===== config.mk =====
export PLATFORM = sky130hd
export DESIGN_NAME = switch_input_capture_flat
export DESIGN_NICKNAME = d
export VERILOG_FILES = /design/src/rtl/simon_pkg.sv /design/src/rtl/switch_input_capture_if.sv /design/src/rtl/sync_debounce.sv /design/src/rtl/switch_input_capture.sv /design/src/flat_wrapper.sv
export SDC_FILE = /design/constraint.sdc
export NUM_CORES = 1
export LEC_CHECK = 0
export ABC_AREA = 1
export CAP_MARGIN = 0
export CORE_ASPECT_RATIO = 1.4
export CORE_UTILIZATION = 38
export CTS_CLUSTER_SIZE = 28
export DETAILED_ROUTE_END_ITERATION = 10
export SETUP_SLACK_MARGIN = 0.1
export SKIP_LAST_GASP = 1
export SLEW_MARGIN = 10
export SYNTH_ARGS = -nofsm -noshare
export SYNTH_HDL_FRONTEND = slang
export SYNTH_HIERARCHICAL = 1
export SYNTH_SLANG_ARGS = --single-unit

===== constraint.sdc =====
create_clock -name CLOCK_50 -period 2.1 [get_ports CLOCK_50]
set_clock_uncertainty 0.15 [all_clocks]
set_input_delay 0.315 -clock CLOCK_50 [delete_from_list [all_inputs] [get_ports CLOCK_50]]
set_output_delay 0.315 -clock CLOCK_50 [all_outputs]
set_load 0.01 [all_outputs]

===== src/rtl/simon_pkg.sv =====
// Shared types and helpers for the simonSays switch capture front end.
package simon_pkg;

  localparam int unsigned SW_W   = 4;
  localparam int unsigned CODE_W = 2;
  localparam int unsigned ST_W   = 3;

  typedef enum logic [ST_W-1:0] {
    ARM        = 3'd0,
    WAIT_PRESS = 3'd1,
    DEB_PRESS  = 3'd2,
    HELD       = 3'd3,
    DEB_REL    = 3'd4
  } capture_state_t;

  // One-hot switch patterns for each colour
  localparam logic [SW_W-1:0] SW_C0 = 4'b0001;
  localparam logic [SW_W-1:0] SW_C1 = 4'b0010;
  localparam logic [SW_W-1:0] SW_C2 = 4'b0100;
  localparam logic [SW_W-1:0] SW_C3 = 4'b1000;

  // Switch pattern to colour code; inverse of decoder_2_4
  function automatic logic [CODE_W-1:0] encode_onehot(input logic [SW_W-1:0] v);
    logic [CODE_W-1:0] c;
    c = 2'd0;
    case (v)
      SW_C0:   c = 2'd0;
      SW_C1:   c = 2'd1;
      SW_C2:   c = 2'd2;
      SW_C3:   c = 2'd3;
      default: c = 2'd0;
    endcase
    return c;
  endfunction

  // True when exactly one bit is set
  function automatic logic is_onehot(input logic [SW_W-1:0] v);
    return (v != '0) && ((v & (v - SW_W'(1))) == '0);
  endfunction

endpackage


===== src/rtl/switch_input_capture_if.sv =====
// Handshake bundle between the simonSays FSM and the switch capture stage.
interface switch_input_capture_if;
  import simon_pkg::*;

  logic              enable;
  logic [SW_W-1:0]   sw;
  logic [CODE_W-1:0] code_out;
  logic              code_valid;
  logic              multi_err;
  logic              timeout;
  logic              busy;

  // FSM side: drives enable and the raw switches, consumes results
  modport master (
    output enable, sw,
    input  code_out, code_valid, multi_err, timeout, busy
  );

  // Capture stage side
  modport slave (
    input  enable, sw,
    output code_out, code_valid, multi_err, timeout, busy
  );
endinterface


===== src/rtl/sync_debounce.sv =====
// Two-flop synchroniser followed by a saturating stability counter.
module sync_debounce #(
  parameter int unsigned WIDTH           = 4,
  parameter int unsigned DEBOUNCE_CYCLES = 1000000
) (
  input  logic             clk,
  input  logic             rst,
  input  logic             clr,
  input  logic [WIDTH-1:0] d_in,
  output logic [WIDTH-1:0] sw_s,
  output logic             stable
);

  localparam int unsigned CW = $clog2(DEBOUNCE_CYCLES + 1);

  logic [WIDTH-1:0] meta_q, meta_d;
  logic [WIDTH-1:0] sync_q, sync_d;
  logic [WIDTH-1:0] prev_q, prev_d;
  logic [CW-1:0]    cnt_q, cnt_d;

  // Next-state for synchroniser, history and stability counter
  always_comb begin
    meta_d = d_in;
    sync_d = meta_q;
    prev_d = sync_q;
    cnt_d  = cnt_q;
    if (clr || (sync_q != prev_q)) begin
      cnt_d = '0;
    end else if (cnt_q < CW'(DEBOUNCE_CYCLES)) begin
      cnt_d = cnt_q + CW'(1);
    end
  end

  // State registers
  always_ff @(posedge clk or posedge rst) begin
    if (rst) begin
      meta_q <= '0;
      sync_q <= '0;
      prev_q <= '0;
      cnt_q  <= '0;
    end else begin
      meta_q <= meta_d;
      sync_q <= sync_d;
      prev_q <= prev_d;
      cnt_q  <= cnt_d;
    end
  end

  // Stability only counts for the value currently presented
  assign sw_s   = sync_q;
  assign stable = (cnt_q == CW'(DEBOUNCE_CYCLES)) && (sync_q == prev_q);

endmodule


===== src/rtl/switch_input_capture.sv =====
// Debounced player switch capture: one committed colour code per press/release.
module switch_input_capture
  import simon_pkg::*;
#(
  parameter int unsigned DEBOUNCE_CYCLES = 1000000,
  parameter int unsigned TIMEOUT_CYCLES  = 250000000
) (
  input  logic                   CLOCK_50,
  input  logic                   reset,
  switch_input_capture_if.slave  bus
);

  localparam int unsigned TCW = $clog2(TIMEOUT_CYCLES + 1);
  localparam logic [TCW-1:0] T_LAST = TCW'(TIMEOUT_CYCLES - 1);
  localparam logic [TCW-1:0] T_MAX  = {TCW{1'b1}};

  localparam logic [ST_W-1:0] S_ARM      = ST_W'(ARM);
  localparam logic [ST_W-1:0] S_WAIT     = ST_W'(WAIT_PRESS);
  localparam logic [ST_W-1:0] S_DEB_PRES = ST_W'(DEB_PRESS);
  localparam logic [ST_W-1:0] S_HELD     = ST_W'(HELD);
  localparam logic [ST_W-1:0] S_DEB_REL  = ST_W'(DEB_REL);

  logic [SW_W-1:0]   sw_s;
  logic              stable;

  logic [ST_W-1:0]   state_q, state_d;
  logic [TCW-1:0]    tcnt_q, tcnt_d;
  logic [SW_W-1:0]   press_q, press_d;
  logic [CODE_W-1:0] code_q, code_d;
  logic              valid_q, valid_d;
  logic              merr_q, merr_d;
  logic              tout_q, tout_d;
  logic              busy_q, busy_d;

  sync_debounce #(
    .WIDTH           (SW_W),
    .DEBOUNCE_CYCLES (DEBOUNCE_CYCLES)
  ) u_sync_debounce (
    .clk    (CLOCK_50),
    .rst    (reset),
    .clr    (~bus.enable),
    .d_in   (bus.sw),
    .sw_s   (sw_s),
    .stable (stable)
  );

  // Capture FSM next-state, timeout counter and registered pulse outputs
  always_comb begin
    state_d = state_q;
    tcnt_d  = tcnt_q;
    press_d = press_q;
    code_d  = code_q;
    valid_d = 1'b0;
    merr_d  = 1'b0;
    tout_d  = 1'b0;

    if (!bus.enable) begin
      state_d = S_ARM;
      tcnt_d  = '0;
    end else begin
      case (state_q)
        S_ARM: begin
          // A switch left on from the previous round must go off first
          if (stable && (sw_s == '0)) begin
            state_d = S_WAIT;
            tcnt_d  = '0;
          end
        end
        S_WAIT: begin
          if (sw_s != '0) begin
            state_d = S_DEB_PRES;
            tcnt_d  = '0;
          end else if (tcnt_q >= T_LAST) begin
            tout_d  = 1'b1;
            state_d = S_ARM;
            tcnt_d  = '0;
          end else if (tcnt_q != T_MAX) begin
            tcnt_d = tcnt_q + TCW'(1);
          end
        end
        S_DEB_PRES: begin
          if (sw_s == '0) begin
            state_d = S_WAIT;
          end else if (stable) begin
            if (is_onehot(sw_s)) begin
              press_d = sw_s;
              state_d = S_HELD;
            end else begin
              merr_d  = 1'b1;
              state_d = S_ARM;
            end
          end
        end
        S_HELD: begin
          if (sw_s == '0) begin
            state_d = S_DEB_REL;
          end else if (sw_s != press_q) begin
            merr_d  = 1'b1;
            state_d = S_ARM;
          end
        end
        S_DEB_REL: begin
          if (sw_s != '0) begin
            state_d = S_HELD;
          end else if (stable) begin
            code_d  = encode_onehot(press_q);
            valid_d = 1'b1;
            state_d = S_WAIT;
            tcnt_d  = '0;
          end
        end
        default: begin
          state_d = S_ARM;
          tcnt_d  = '0;
        end
      endcase
    end

    busy_d = (state_d != S_ARM) && (state_d != S_WAIT);
  end

  // State and output registers
  always_ff @(posedge CLOCK_50 or posedge reset) begin
    if (reset) begin
      state_q <= S_ARM;
      tcnt_q  <= '0;
      press_q <= '0;
      code_q  <= '0;
      valid_q <= 1'b0;
      merr_q  <= 1'b0;
      tout_q  <= 1'b0;
      busy_q  <= 1'b0;
    end else begin
      state_q <= state_d;
      tcnt_q  <= tcnt_d;
      press_q <= press_d;
      code_q  <= code_d;
      valid_q <= valid_d;
      merr_q  <= merr_d;
      tout_q  <= tout_d;
      busy_q  <= busy_d;
    end
  end

  assign bus.code_out   = code_q;
  assign bus.code_valid = valid_q;
  assign bus.multi_err  = merr_q;
  assign bus.timeout    = tout_q;
  assign bus.busy       = busy_q;

endmodule


===== src/flat_wrapper.sv =====
// flat-port wrapper written by rule: the top's interface ports become plain ports
module switch_input_capture_flat import simon_pkg::*;
#(
  parameter int unsigned DEBOUNCE_CYCLES = 1000000,
  parameter int unsigned TIMEOUT_CYCLES  = 250000000
)
  (CLOCK_50, reset, bus_enable, bus_sw, bus_code_out, bus_code_valid, bus_multi_err, bus_timeout, bus_busy);
  switch_input_capture_if bus_i ();
  input  logic CLOCK_50;
  input  logic reset;
  input wire logic [$bits(bus_i.enable)-1:0] bus_enable;
  input wire logic [$bits(bus_i.sw)-1:0] bus_sw;
  output wire logic [$bits(bus_i.code_out)-1:0] bus_code_out;
  output wire logic [$bits(bus_i.code_valid)-1:0] bus_code_valid;
  output wire logic [$bits(bus_i.multi_err)-1:0] bus_multi_err;
  output wire logic [$bits(bus_i.timeout)-1:0] bus_timeout;
  output wire logic [$bits(bus_i.busy)-1:0] bus_busy;
  assign bus_i.enable = bus_enable;
  assign bus_i.sw = bus_sw;
  assign bus_code_out = bus_i.code_out;
  assign bus_code_valid = bus_i.code_valid;
  assign bus_multi_err = bus_i.multi_err;
  assign bus_timeout = bus_i.timeout;
  assign bus_busy = bus_i.busy;
  switch_input_capture #(.DEBOUNCE_CYCLES(DEBOUNCE_CYCLES), .TIMEOUT_CYCLES(TIMEOUT_CYCLES)) u_core (.CLOCK_50(CLOCK_50), .reset(reset), .bus(bus_i));
endmodule

==> results_dict.tcl <==
set metrics [dict create \
    status "finished with violations" \
    violations "negative setup slack" \
    dp_slack_ns -0.206 \
    crit_family "simple AND/OR/NAND/NOR gates" \
    drtPass1Iterations 4 \
    cp_data_arrival_time_ns 2.37 \
    clk_latency_ns 0.33 \
    clk_pin_slew_ns 0.06 \
    root_buffer "clkbuf_16" \
    synthTopCellsByCount "nand2_1, inv_1, nor2_1" \
    worstSetupEndpointType "register" \
    insertedDiodeCount 0 \
    fin_cells 867 \
    endpoint "u_core/tcnt_q[12]" \
    hold_violations 0 \
    holdCritPathClass "primary input to asynchronous set/reset pin" \
    die_h_um 131 \
    start_util_pct 39.5 \
    num_rows 46 \
    synthFlopType "dfrtp_1" \
    cp_common_cell "nor2_2" \
    r2r_cells 17 \
    critical_path_class "register to register" \
    synth_edf_count 0 \
    nFillCells 1090 \
    path_cells "inv_2 -> ha_2 -> nand3_2 -> nor2_2 -> nand3_1 -> nand3b_1 -> nor2_2 -> inv_1 -> nand3_2 -> nand2_2 -> inv_4 -> nand3_4 -> nand2_8 -> o21ai_4 -> buf_4 -> nand2_1 -> nor2_2" \
    die_w_um 94.3 \
    drt_wl_total_um 10700 \
    max_freq_mhz 435 \
    peakVddDrop_v 0.000406 \
    synth_top_area_share_pct 40.3 \
    htreeDepth 3 \
    synth_cells 651 \
    cp.depth 17 \
    dpl.cell_count 846 \
    grt_pass1_wl_um 18400 \
    worst_slack_ns -0.201 \
    synth.ff_latch_count 73 \
    critPathRequiredTime_ns 2.16 \
    slew_viol_final 0 \
    clock_path_buffers 2 \
    core_um2 11500 \
    rr_startpoint "u_core/u_sync_debounce/cnt_q[0]" \
    async_flop_share_pct 100 \
    critPathLaunchType "register" \
    grt.total_usage_pct 18.7 \
    synth_cell_types 36 \
    synth_top_cell_by_area "dfrtp_1" \
    cts_buffers 9 \
    cts.sinks 73 \
    rr_endpoint "u_core/tcnt_q[12]" \
    fin_nets 728 \
    portBuffers 12 \
    synth_fp_nets 661 \
    cts_tree "done" \
    grt_setup_unrepaired "true" \
    powerDensity_nw_per_um2 538 \
    finalSetupViolCount 28 \
    relSlewSlack_pct 56.7 \
    slowest_stage "dfrtp_1" \
    drc 0 \
    wl_per_cell_um 12.4 \
    globalRouteOverflowTotal 0 \
    cpPeakStageDelay_ns 0.38 \
    drv_cap 0 \
    finalPower_uw 3060 \
    synth_area_per_cell_um2 6.96 \
    postCtsHoldBufs 0 \
    rrSetupSlack_ns -0.20 \
    ant_nets 0 \
    vias 4219 \
    tightest_slew_ns 0.645 \
    grt_max_degree 42 \
    fin_crit_sh_pct 110 \
    antenna_found_initial 0 \
    crit_start "u_core/u_sync_debounce/cnt_q[0]" \
    yosys_warnings 6 \
    place.gp.congestion 0.838 \
    drtIter0Drc 177 \
    die_area_um2 12400 \
    syn_to_final_growth_pct 25.7 \
    viasPerCell 4.87 \
    hpwl_um 7820 \
    ys_seq_area_share_pct 40.3 \
    drive_gt1_share_pct 19.9 \
    crit_buf_inv 4 \
    yosys-top-cells-area "dfrtp_1, nand2_1, nand3_1" \
    power_leakage_uw 0.00279 \
    grt_pass1_vias 4151 \
    syn-cell-area_um2 4530 \
    ioPinCount 13 \
    synth_most_common_cell "nand2_1" \
    fin_crit_ns 2.30 \
    crit_path_max_fanout 7 \
]
## tightest hold or removal path, cell delays in order
cell and delay, ns:
clkdlybuf4s50_1 0.42, clkinv_1 0.08, buf_12 0.23
## cell usage in the layout, fill, tap and decap left out, types with 12 or more instances in the layout
| cell type | netlist | layout |
|---|---|---|
| buf_4 | 5 | 44 |
| inv_1 | 86 | 83 |
| nand3_1 | 69 | 59 |
| nand4_1 | 16 | 16 |
| nand2_1 | 211 | 197 |
| nor2_2 | 9 | 12 |
| nor2_1 | 77 | 74 |
| clkdlybuf4s50_1 | 0 | 12 |
| dfrtp_1 | 73 | 73 |
| xor2_1 | 15 | 15 |
| nand2_2 | 10 | 22 |
| nor3_1 | 14 | 13 |
## flip-flops by register name, indices dropped and copies added (netlist names), 2 cells and up
signal,count
u_core/u_sync_debounce/meta_q,4
u_core/u_sync_debounce/prev_q,4
u_core/bus.code_out,2
u_core/tcnt_q,28
u_core/u_sync_debounce/cnt_q,20
u_core/press_q,4
u_core/state_q,3
u_core/u_sync_debounce/sw_s,4
## what timing repair did
item                       CTS  global route
pin swaps                   18            28
setup endpoints to repair   35            38
hold endpoints to repair     0             0
resized for setup           17            31
setup buffers                2             0
gates cloned                 4             0
## metal layers
metal | part of all wire [%] | track usage [%]
met5 | 0 | 0
met4 | 2.2 | 7.09
met3 | 2.6 | 3.24
met2 | 55 | 35.1
met1 | 40 | 20.0
## through the flow
| step | area [µm²] | hold slack, ns | utilization (%) | setup TNS (ns) |
|---|---|---|---|---|
| global placement | 5200 | 0.183 | 45.4 | -3.58 |
| CTS | 5630 | 0.205 | 49.2 | -3.80 |
| finish | 5690 | 0.198 | 49.7 | -3.64 |
| detailed placement | 5200 | 0.190 | 45.4 | -4.67 |
| floorplan | 4560 | 0.181 | - | -1.49 |
| global route | 5690 | 0.210 | 49.7 | -9.71 |
## power by group
group | switching, µW | internal (µW) | leakage, µW
clock | 626 | 815 | 0.000130
sequential | 9.82 | 1420 | 0.000988
combinational | 111 | 78.0 | 0.00168
total | 746 | 2320 | 0.00279
## cell families after synthesis
kind of cell             share of synthesized area, %
adder cells (fa/ha/maj)                         0.829
AND/OR/NAND/NOR                                  42.0
AO/OA/AOI/OAI                                    3.45
buffers and inverters                            9.89
XOR/XNOR                                         3.48
flip-flops                                       40.3
## layout make-up
type / count / area (µm²) / share of cell area [%]
inverters: 94 / 365 / 6.42
well taps: 144 / 180 / 3.16
repair buffers: 65 / 621 / 10.9
multi-input cells: 474 / 2410 / 42.4
clock buffers: 10 / 229 / 4.02
repair inverters: 1 / 6.26 / 0.110
clock inverters: 6 / 50.0 / 0.879
flip-flops and latches: 73 / 1830 / 32.1
## worst min-delay path by stage
| stage | end | slack, ns | cells past startpoint |
|---|---|---|---|
| floorplan | u_core/u_sync_debounce/sw_s[0] | 0.18 | 0 |
| global placement | u_core/u_sync_debounce/sw_s[1] | 0.18 | 0 |
| detailed placement | u_core/u_sync_debounce/sw_s[3] | 0.19 | 0 |
| CTS | u_core/u_sync_debounce/sw_s[3] | 0.20 | 0 |
| global route | u_core/u_sync_debounce/sw_s[0] | 0.21 | 0 |
| finish | u_core/bus.code_out[1] | 0.20 | 3 |
(Power assumes the default switching activity.)
